**src/rtl/pc_fetch_ctrl.sv**
```systemverilog
// Fetch sequencer between pcreg and imem: boots the PC, fetches one word per
// req/ready handshake, then advances or redirects the PC. Stalls and imem timeouts are also handled here.
module pc_fetch_ctrl #(
  parameter logic [31:0] RESET_PC = 32'h0040_0000,
  parameter int          TIMEOUT  = 15,
  parameter int          CNT_W    = 4
) (
  input  logic        clk,
  input  logic        rst,
  input  logic [31:0] pc_cur,
  output logic        pc_ena,
  output logic [31:0] pc_next,
  input  logic        stall,
  input  logic        branch_valid,
  input  logic [31:0] branch_target,
  output logic        imem_req,
  output logic [31:0] imem_addr,
  input  logic        imem_ready,
  input  logic [31:0] imem_rdata,
  output logic        instr_valid,
  output logic [31:0] instr,
  output logic [31:0] instr_pc,
  output logic        misalign_err,
  output logic        fetch_err
);

  typedef enum logic [2:0] {S_BOOT, S_REQ, S_UPD, S_HOLD, S_ERR} state_t;

  localparam logic [CNT_W-1:0] WAIT_LAST = CNT_W'(TIMEOUT - 1);

  state_t           state_reg;
  logic [CNT_W-1:0] wait_cnt_reg;
  logic             pend_valid_reg;
  logic [31:0]      pend_target_reg;
  logic             pc_ena_reg;
  logic             imem_req_reg;
  logic             instr_valid_reg;
  logic [31:0]      instr_reg;
  logic [31:0]      instr_pc_reg;
  logic             misalign_err_reg;
  logic             fetch_err_reg;

  logic             branch_ok;
  logic [31:0]      upd_target;

  assign branch_ok = branch_valid && (branch_target[1:0] == 2'b00);

  // A branch arriving in the UPD cycle itself beats any earlier pending one.
  always_comb begin
    upd_target = pc_cur + 32'd4;
    if (branch_ok)
      upd_target = branch_target;
    else if (pend_valid_reg)
      upd_target = pend_target_reg;
  end

  assign pc_next      = (state_reg == S_UPD) ? upd_target : RESET_PC;
  assign pc_ena       = pc_ena_reg;
  assign imem_req     = imem_req_reg;
  assign imem_addr    = pc_cur;
  assign instr_valid  = instr_valid_reg;
  assign instr        = instr_reg;
  assign instr_pc     = instr_pc_reg;
  assign misalign_err = misalign_err_reg;
  assign fetch_err    = fetch_err_reg;

  always_ff @(posedge clk) begin
    if (rst) begin
      state_reg        <= S_BOOT;
      wait_cnt_reg     <= '0;
      pend_valid_reg   <= 1'b0;
      pend_target_reg  <= '0;
      pc_ena_reg       <= 1'b1;
      imem_req_reg     <= 1'b0;
      instr_valid_reg  <= 1'b0;
      instr_reg        <= '0;
      instr_pc_reg     <= '0;
      misalign_err_reg <= 1'b0;
      fetch_err_reg    <= 1'b0;
    end else begin
      instr_valid_reg <= 1'b0;
      pc_ena_reg      <= 1'b0;

      if (state_reg != S_ERR && branch_valid) begin
        if (branch_ok) begin
          pend_valid_reg  <= 1'b1;
          pend_target_reg <= branch_target;
        end else begin
          misalign_err_reg <= 1'b1;
        end
      end

      case (state_reg)
        S_BOOT: begin
          state_reg    <= S_REQ;
          imem_req_reg <= 1'b1;
          wait_cnt_reg <= '0;
        end
        S_REQ: begin
          if (imem_ready) begin
            instr_reg       <= imem_rdata;
            instr_pc_reg    <= pc_cur;
            instr_valid_reg <= 1'b1;
            pc_ena_reg      <= 1'b1;
            imem_req_reg    <= 1'b0;
            state_reg       <= S_UPD;
          end else if (wait_cnt_reg == WAIT_LAST) begin
            imem_req_reg  <= 1'b0;
            fetch_err_reg <= 1'b1;
            state_reg     <= S_ERR;
          end else begin
            wait_cnt_reg <= wait_cnt_reg + 1'b1;
          end
        end
        S_UPD: begin
          // The pending target (or this cycle's branch) is consumed by pc_next now.
          pend_valid_reg <= 1'b0;
          if (stall) begin
            state_reg <= S_HOLD;
          end else begin
            state_reg    <= S_REQ;
            imem_req_reg <= 1'b1;
            wait_cnt_reg <= '0;
          end
        end
        S_HOLD: begin
          if (!stall) begin
            state_reg    <= S_REQ;
            imem_req_reg <= 1'b1;
            wait_cnt_reg <= '0;
          end
        end
        S_ERR: begin
          state_reg <= S_ERR;
        end
        default: begin
          state_reg <= S_BOOT;
        end
      endcase
    end
  end

endmodule

```
**config.mk**
```make
export PLATFORM = sky130hd
export DESIGN_NAME = pc_fetch_ctrl
export DESIGN_NICKNAME = d
export VERILOG_FILES = /design/src/rtl/pc_fetch_ctrl.sv
export SDC_FILE = /design/constraint.sdc
export NUM_CORES = 1
export LEC_CHECK = 0
export CORE_ASPECT_RATIO = 0.5
export CORE_MARGIN = 2
export CORE_UTILIZATION = 40
export DETAILED_ROUTE_END_ITERATION = 10
export DONT_BUFFER_PORTS = 1
export GPL_ROUTABILITY_DRIVEN = 0
export PLACE_DENSITY_LB_ADDON = 0.25
export SYNTH_ARGS = -nofsm -noshare
export SYNTH_HDL_FRONTEND = slang
export SYNTH_SLANG_ARGS = --single-unit
export TNS_END_PERCENT = 20
```
**constraint.sdc**
```tcl
create_clock -name clk -period 5.1 [get_ports clk]
set_input_delay 1.53 -clock clk [delete_from_list [all_inputs] [get_ports clk]]
set_output_delay 1.53 -clock clk [all_outputs]
set_load 0.02 [all_outputs]
```
==> metrics, run 1 <==
number of setup buffers added after CTS 0; io pins 234; DRT Pass-1 Iters 5; power per cell area about 320 mW/mm^2; sequential element share of the synthesized area around two fifths; outcome complete, no violations; crit share post-route approximately 93%; Max-slew headroom 16.9%; number of remaining DRC errors 0; share of cells above drive strength 1 between 8 and 9%; most common cell after layout, fill and taps aside nand2_1; kind of critical path in2out; ys async rst share 0%; hold_buf cts 0; Setup WS post-layout 0.381 ns; crit path DAT ~3.2 ns; Fin. Hold Viols 0; LEAKAGE around 1.9 nW; CTS sink cnt ~110; Max Cap Violations 0; port bufs 0; clk_lat worst skew approximately 0.35 ns; WL final roughly 16 mm; Req. time, crit path 3.57 ns; vias per cell approximately 5.6; DP Area approximately 0.0053 mm^2; RR Startpoint state_reg[1]; Critical Path Start branch_valid; max-slew violation count 0; Tot Pwr between 1.5 and 2 mW; EDFF count, synth 0; initial DRC count around 400; chip width 167 um; most frequent cells in the layout nand2_1 (223), a21oi_1 (112), dfxtp_1 (109); antenna violations before repair 0; Avg Cell Area, Syn ~7.4 um^2; CTS tree yes; CP startpoint kind primary input; Syn Inst Count between 700 and 800; Rows 29; Final Critical Period about 4.7 ns; Hold Slack about 0.45 ns; Worst-Margin Slew 1.25 ns; routed vias around 4800; Setup TNS 0 ns; core area between 0.01 and 0.015 mm^2; cts repair resizes 0; Die ar. ~0.014 mm^2; n_diodes 0; area delta synth->final 5.37%; nets 780; routed length per instance around 18 um; flops & latches, synth between 100 and 150; Setup-failing EPs final 0; Syn Std Cell Area between 0.005 and 0.006 mm^2; Root Buffer Master clkbuf_16; top fanout value on the critical path 10; finished layout cell area 0.00560 mm^2; Post-DP HPWL 11.0 mm; RSZ-0062 raised after global routing no; post-route ant nets 0; largest net degree at the start of global routing about 110; Place WS between 0.4 and 0.5 ns; H-tree levels 3; most used flip-flop cell after synthesis dfxtp_1; Die Y-Extent 85.5 um; HP Start pend_target_reg[31]; clock transition at the registers of the reported paths 0.07 ns; Worst setup EP type output port; worst min path class reg2reg; Syn Nets about 800; maximum vdd drop 0.000162 V; Synth cell types between 40 and 50; GRT Util Overall between 20% and 30%; first-pass GRT wire length between 20 and 25 mm; FMAX between 200 and 250 MHz; Initial Util roughly two fifths; Clock Skew around 0.010 ns; CTS Buffer Depth 2; number of buffers created by CTS 9; FF-to-FF setup slack ~2.8 ns; Syn. warnings 0; number of global-route vias before repair roughly 4500; GR Overflow Total 0
## area by class of cell
type                    count  area, um^2
inverters                   5        18.8
clock inverters             6        53.8
fillers                  1342        7210
clock buffers              10         239
multi-input cells         525        2700
repair buffers             26         195
well taps                 170         213
flip-flops and latches    109        2180
## cells by family (layout without fill, tap and decap cells)
| group | Yosys count | count (layout) | synth area share, % |
|---|---|---|---|
| muxes | 4 | 4 | 0.777 |
| and+or+nand+nor | 320 | 320 | 26.2 |
| DFF | 109 | 109 | 41.0 |
| AOI/OAI and AO/OA | 172 | 172 | 18.6 |
| xor gates and xnor gates | 26 | 26 | 4.28 |
| buffers and inverters | 84 | 47 | 8.40 |
| adders and majority gates | 3 | 3 | 0.706 |
## cell usage after synthesis, types with 5 or more instances
library cell / instances / area [um^2]
nand3_1: 13 / 65.1
dfxtp_1: 109 / 2180
a21oi_1: 113 / 566
a221oi_2: 5 / 75.1
o21ai_0: 25 / 125
xor2_1: 15 / 131
inv_1: 5 / 18.8
nor4_1: 5 / 31.3
nand4_1: 12 / 75.1
nor2_1: 31 / 116
and3_1: 8 / 50.1
buf_4: 32 / 240
nand2_1: 224 / 841
buf_2: 9 / 45.0
clkbuf_1: 35 / 131
xnor2_1: 11 / 96.3
nor3_1: 6 / 30.0
## layer usage
metal  wire [um]  vias to the layer above  GRT usage (%)
met3        1230                       22           7.01
li1            -                     2310              -
met2        7580                      181           36.4
met5           0                        -              0
met4         201                        0           5.17
met1        6670                     2239           26.3
## worst paths after layout
check	to	cells after the start
worst max-delay path	pc_next[16]	5
worst min-delay path	pend_target_reg[31]	2
worst max register to register	instr_pc[13]	5
worst min register to register	pend_target_reg[31]	2
## metrics by stage
step	util [%]	instances
2_1_floorplan	-	718
5_1_grt	43.7	851
3_5_place_dp	41.4	835
3_3_place_gp	41.4	835
4_1_cts	43.7	851
6_report	43.7	851
## power by group
part | total (mW) | switching (mW) | internal (mW)
sequential | 0.943 | 0.0570 | 0.886
combinational | 0.160 | 0.105 | 0.0550
clock | 0.696 | 0.342 | 0.354
total | 1.80 | 0.503 | 1.30
## critical path, cell delays in order
cell	delay, ns
nor3b_2	0.16
nor2_1	0.68
nand2_1	0.36
o21ai_0	0.28
buf_4	0.18
Power figures use the tool's default switching activity.
==> run 2: changes to the inputs <==
--- a/config.mk
+++ b/config.mk
@@ -11,7 +11,7 @@
 export DETAILED_ROUTE_END_ITERATION = 10
 export DONT_BUFFER_PORTS = 1
 export GPL_ROUTABILITY_DRIVEN = 0
-export PLACE_DENSITY_LB_ADDON = 0.25
+export PLACE_DENSITY = 0.5
 export SYNTH_ARGS = -nofsm -noshare
 export SYNTH_HDL_FRONTEND = slang
 export SYNTH_SLANG_ARGS = --single-unit
==> metrics, run 2 (synthesis gave the netlist of run 1 again) <==
GR Overflow Total 0 (unchanged); Setup WS post-layout 0.398 ns (was 0.381 ns); sw power 0.500 mW (was 0.503 mW); CTS Buffer Depth 2 (unchanged); kind of critical path in2out (unchanged); Worst setup EP type output port (unchanged); Place WS 0.388 ns (was 0.412 ns); chip width 167 um (unchanged); Cells after DPL 836 (was 835); max-slew violation count 0 (unchanged); proportion of power drawn by combinational gates 8.9% (about the same); CP Buf/Inv Count 0 (was 1); Slowest-stage cell, CP nor4_4 (was nor2_1); LEAKAGE 1.89 nW (about the same); Die ar. 0.0143 mm^2 (unchanged); most common cell after layout, fill and taps aside nand2_1 (unchanged); initial DRC count 385 (was 402); number of remaining DRC errors 0 (unchanged); top fanout value on the critical path 10 (unchanged); WL final 16.5 mm (was 15.7 mm); Initial Util 41.5% (unchanged); FMAX 213 MHz (was 212 MHz); RSZ-0062 raised after global routing no (unchanged); FF-to-FF path depth 6 (was 5); storage element area 0.00218 mm^2 (unchanged); antenna violations before repair 0 (unchanged); Final Critical Period 4.70 ns (was 4.72 ns); Tot Pwr 1.78 mW (was 1.80 mW); outcome complete, no violations (unchanged); largest net degree at the start of global routing 109 (unchanged); area delta synth->final 5.37% (unchanged); RR Endpoint instr_pc[7] (was instr_pc[13]); Post-DP HPWL 11.5 mm (was 11.0 mm); FF-to-FF setup slack 2.84 ns (was 2.79 ns); hold_buf cts 0 (unchanged); power per cell area 318 mW/mm^2 (was 321 mW/mm^2); port bufs 0 (unchanged); Worst-Margin Slew 1.21 ns (was 1.25 ns); io pins 234 (unchanged); switching fraction of total power 28.0% (about the same); worst min path class reg2reg (unchanged); Max Cap Violations 0 (unchanged); cts repair resizes 0 (unchanged); Clock Skew 0.00944 ns (was 0.0102 ns); Fin. Hold Viols 0 (unchanged); DRT Pass-1 Iters 5 (unchanged); crit path cell chain nand4_4, nor4_4, nand4_1, xor2_1, a221oi_2 (was nor3b_2, nor2_1, nand2_1, o21ai_0, buf_4); CTS sink cnt 109 (unchanged); Req. time, crit path 3.57 ns (about the same); RR Startpoint state_reg[1] (unchanged); post-route ant nets 0 (unchanged); clock transition at the registers of the reported paths 0.07 ns (about the same); vias per cell 5.60 (was 5.58); nets 781 (was 780); Worst path depth 5 (unchanged); final non-filler cell total 852 (was 851); Setup TNS 0 ns (unchanged); Hold Slack 0.448 ns (was 0.449 ns); crit path DAT 3.17 ns (was 3.19 ns); Worst path top cell family by delay simple AND/OR/NAND/NOR gates (unchanged); Die Y-Extent 85.5 um (unchanged); routed length per instance 19.4 um (was 18.4 um); core area 0.0128 mm^2 (unchanged); crit share post-route 92.2% (was 92.5%); layer with the highest usage met2 (unchanged); Max-slew headroom 19.0% (was 16.9%); met3 usage 8.40% (was 7.01%); Rows 29 (unchanged); number of global-route vias before repair 4401 (was 4477); GRT Util Overall 22.6% (was 21.3%); Root Buffer Master clkbuf_16 (unchanged); number of setup buffers added after CTS 0 (unchanged); share of cells above drive strength 1 8.21% (was 8.22%); most frequent cells in the layout nand2_1 (223), a21oi_1 (112), dfxtp_1 (109) (unchanged); met2 usage 37.1% (was 36.4%); n_diodes 0 (unchanged); Critical Path Start pc_cur[13] (was branch_valid); Pint 1.28 mW (was 1.30 mW); Setup-failing EPs final 0 (unchanged); routed vias 4773 (was 4752); FILL cells 1355 (was 1342); grt met1 use 28.9% (was 26.3%); multi-input logic area 0.00270 mm^2 (unchanged); number of buffers created by CTS 9 (unchanged); Flop pwr share 52.9% (was 52.4%); Worst setup endpoint pc_next[26] (was pc_next[16]); CTS tree yes (unchanged); CP startpoint kind primary input (unchanged); largest stage delay on the critical path 0.63 ns (was 0.68 ns); Clock power frac 38.2% (was 38.7%); maximum vdd drop 0.000174 V (was 0.000162 V); H-tree levels 3 (unchanged); clk_lat worst skew 0.36 ns (was 0.35 ns); first-pass GRT wire length 25.2 mm (was 24.1 mm)
## run 2: final cells by class
cell class	count	share of cell area, %
inverters	5	0.335
clock buffers	10	4.09
clock inverters	6	1.01
multi-input cells	525	48.2
repair buffers	27	3.62
well taps	170	3.80
flip-flops and latches	109	39.0
## run 2: worst register-to-register path: cells and delay by family (launching register included)
| family | cells | cell delay, ns |
|---|---|---|
| and+or+nand+nor | 4 | 1.28 |
| DFF | 1 | 0.36 |
| AOI/OAI and AO/OA | 1 | 0.12 |
| buffers and inverters | 1 | 0.44 |
## run 2: how the worst min path moves through the flow
stage | start | to | cells after the start
floorplan | pend_target_reg[11] | pend_target_reg[11] | 2
global placement | pend_target_reg[14] | pend_target_reg[14] | 2
detailed placement | pend_target_reg[18] | pend_target_reg[18] | 2
CTS | pend_target_reg[8] | pend_target_reg[8] | 2
global route | pend_target_reg[20] | pend_target_reg[20] | 2
finish | pend_target_reg[20] | pend_target_reg[20] | 2
## run 2: routing by layer
layer | up-vias | share of wire [%]
met5 | - | 0
met4 | 0 | 0.96
met3 | 17 | 11
met2 | 204 | 46
met1 | 2236 | 42
li1 | 2316 | -
## run 2: power by group through the flow
stage                     combinational, mW  clock [mW]  sequential (mW)
after floorplan                       0.172           0            0.955
after global placement                0.158           0            0.964
after detailed placement              0.160           0            0.965
after CTS                             0.160       0.703            0.945
after global routing                  0.180       0.734            0.949
final                                 0.158       0.681            0.944
## run 2: per-stage QoR
| stage | area [um^2] | utilization, % |
|---|---|---|
| floorplan | 5320 | - |
| global placement | 5320 | 41.5 |
| detailed placement | 5320 | 41.5 |
| CTS | 5600 | 43.7 |
| global route | 5600 | 43.7 |
| finish | 5600 | 43.7 |
==> patch, RTL diff (settings of run 1) <==
The parameter `CNT_W` goes from 4 to 5.
--- a/src/rtl/pc_fetch_ctrl.sv
+++ b/src/rtl/pc_fetch_ctrl.sv
@@ -3,7 +3,7 @@
 module pc_fetch_ctrl #(
   parameter logic [31:0] RESET_PC = 32'h0040_0000,
   parameter int          TIMEOUT  = 15,
-  parameter int          CNT_W    = 4
+  parameter int          CNT_W    = 5
 ) (
   input  logic        clk,
   input  logic        rst,
Check against the original RTL: no difference found for any inputs over 4 cycles, from zero or initial values and one cycle with rst high; that may be too few to reach the edited logic, so the function may still have changed.
==> patch against run 1 <==
Sequential cell count up 1. Routed wire length down 8.1%. Worst setup slack worse by 37 ps. Clock skew down 1.0 ps. Final area down 1.0%. Die area down 2.6%. Global-route usage down 1.4 points. Via count down 9.5%. Clock power up 2%. Area after synthesis down 2.7%. Register-to-register slack worse by 140 ps. First-iteration DRC count down 15%. Total power up 1.1%. Critical endpoint is now pc_next[22]. Largest cell class unchanged. Highest routed layer unchanged.
==> patch: results (changes against run 1) <==
| Metric | Value |
|---|---|
| Worst Tran Pin Value | `1100 ps (-150 ps)` |
| First-pass GRT wire length | `21500 um (-11%)` |
| Post-synth net total | `702 (-15%)` |
| DRT Pass-1 Iters | `4 (-1)` |
| Cells on worst reg2reg path | `6 (+1)` |
| Top cells by area, synth | `dfxtp_1, a22o_1, nand2_1` |
| Tot GR Track Use | `19.8% (-1.4 points)` |
| Initial antenna violation count | `0 (unchanged)` |
| Yosys Warn Count | `0 (unchanged)` |
| Post-synth top cells | `dfxtp_1, nand2_1, a22o_1` |
| Met1 Resource Use GR | `27.0% (+0.71 points)` |
| Status | `finished clean` |
| Sequential area share after synthesis | `42.6% (+1.5 points)` |
| Final nets | `673 (-14%)` |
| Largest net degree at the start of global routing | `45 (-59%)` |
| Hold wc startpoint | `pend_target_reg[11]$_SDFFE_PP0P_` |
| Worst setup path start | `pc_cur[2]` |
| VDD IR max | `162 uV (about the same)` |
| DRT iter0 DRCs | `343 (-15%)` |
| Dpl hpwl | `10300 um (-6.7%)` |
| # Post-CTS Setup Buffers | `0 (unchanged)` |
| Routed wire per std cell | `19.4 um (+5.1%)` |
| Vias in the first global route | `3769 (-16%)` |
| Hold Path Depth | `2 (unchanged)` |
| Maximum fanout along the worst path | `9 (-1)` |
| Post-Route Skew | `9.19 ps (-0.999 ps)` |
| Share of cells above drive strength 1 | `11.7% (+3.4 points)` |
| Global-route track usage on met2 | `29.7% (-6.7 points)` |
| Leak | `2.11 nW (+11%)` |
[patch: cell type report]
class	count	area (um^2)
fillers	1273	7080
multi-input cells	403	2510
clock inverters	7	83.8
inverters	8	30.0
well taps	170	213
repair buffers	37	275
clock buffers	9	225
flip-flops and latches	110	2200
[patch: metal layers]
| layer | wire (um) | vias up |
|---|---|---|
| met4 | 123 | 0 |
| met3 | 1550 | 10 |
| li1 | - | 2043 |
| met5 | 0 | - |
| met1 | 6340 | 2058 |
| met2 | 6410 | 189 |
[patch: final timing paths]
check | endpoint | slack (ps)
max reg2reg | instr_pc[20]$_SDFFE_PP0P_ | 2650
min | pend_target_reg[11]$_SDFFE_PP0P_ | 440
max | pc_next[22] | 340
min reg2reg | pend_target_reg[11]$_SDFFE_PP0P_ | 440
[patch: kinds of logic after synthesis]
group | Yosys count | share of synthesized area (%)
and+or+nand+nor | 201 | 19.5
AOI/OAI and AO/OA | 169 | 22.6
DFF | 110 | 42.6
buffers and inverters | 85 | 9.36
xor gates and xnor gates | 25 | 4.23
muxes | 5 | 0.967
adders and majority gates | 3 | 0.726
[patch: worst max-delay path, stage by stage]
cell      delay (ps)
ha_1             200
and2_1           260
and2_1           420
nand4_1          160
xor2_1           210
o311ai_1         250
buf_4            190
[patch: where the power goes]
part	switching (mW)	internal, mW	leakage, nW
registers	0.0585	0.896	0.896
logic	0.0932	0.0614	1.06
clock network	0.357	0.353	0.151
total	0.509	1.31	2.11
[patch: metrics by stage]
step                      worst slack [ps]  cells  cell area [um^2]  utilization [%]
after floorplan                        377    598              5170                -
after global placement                 399    728              5240             41.5
after detailed placement               368    728              5240             41.5
after CTS                              358    744              5540             43.9
after global routing                   179    744              5540             43.9
final                                  343    744              5540             43.9
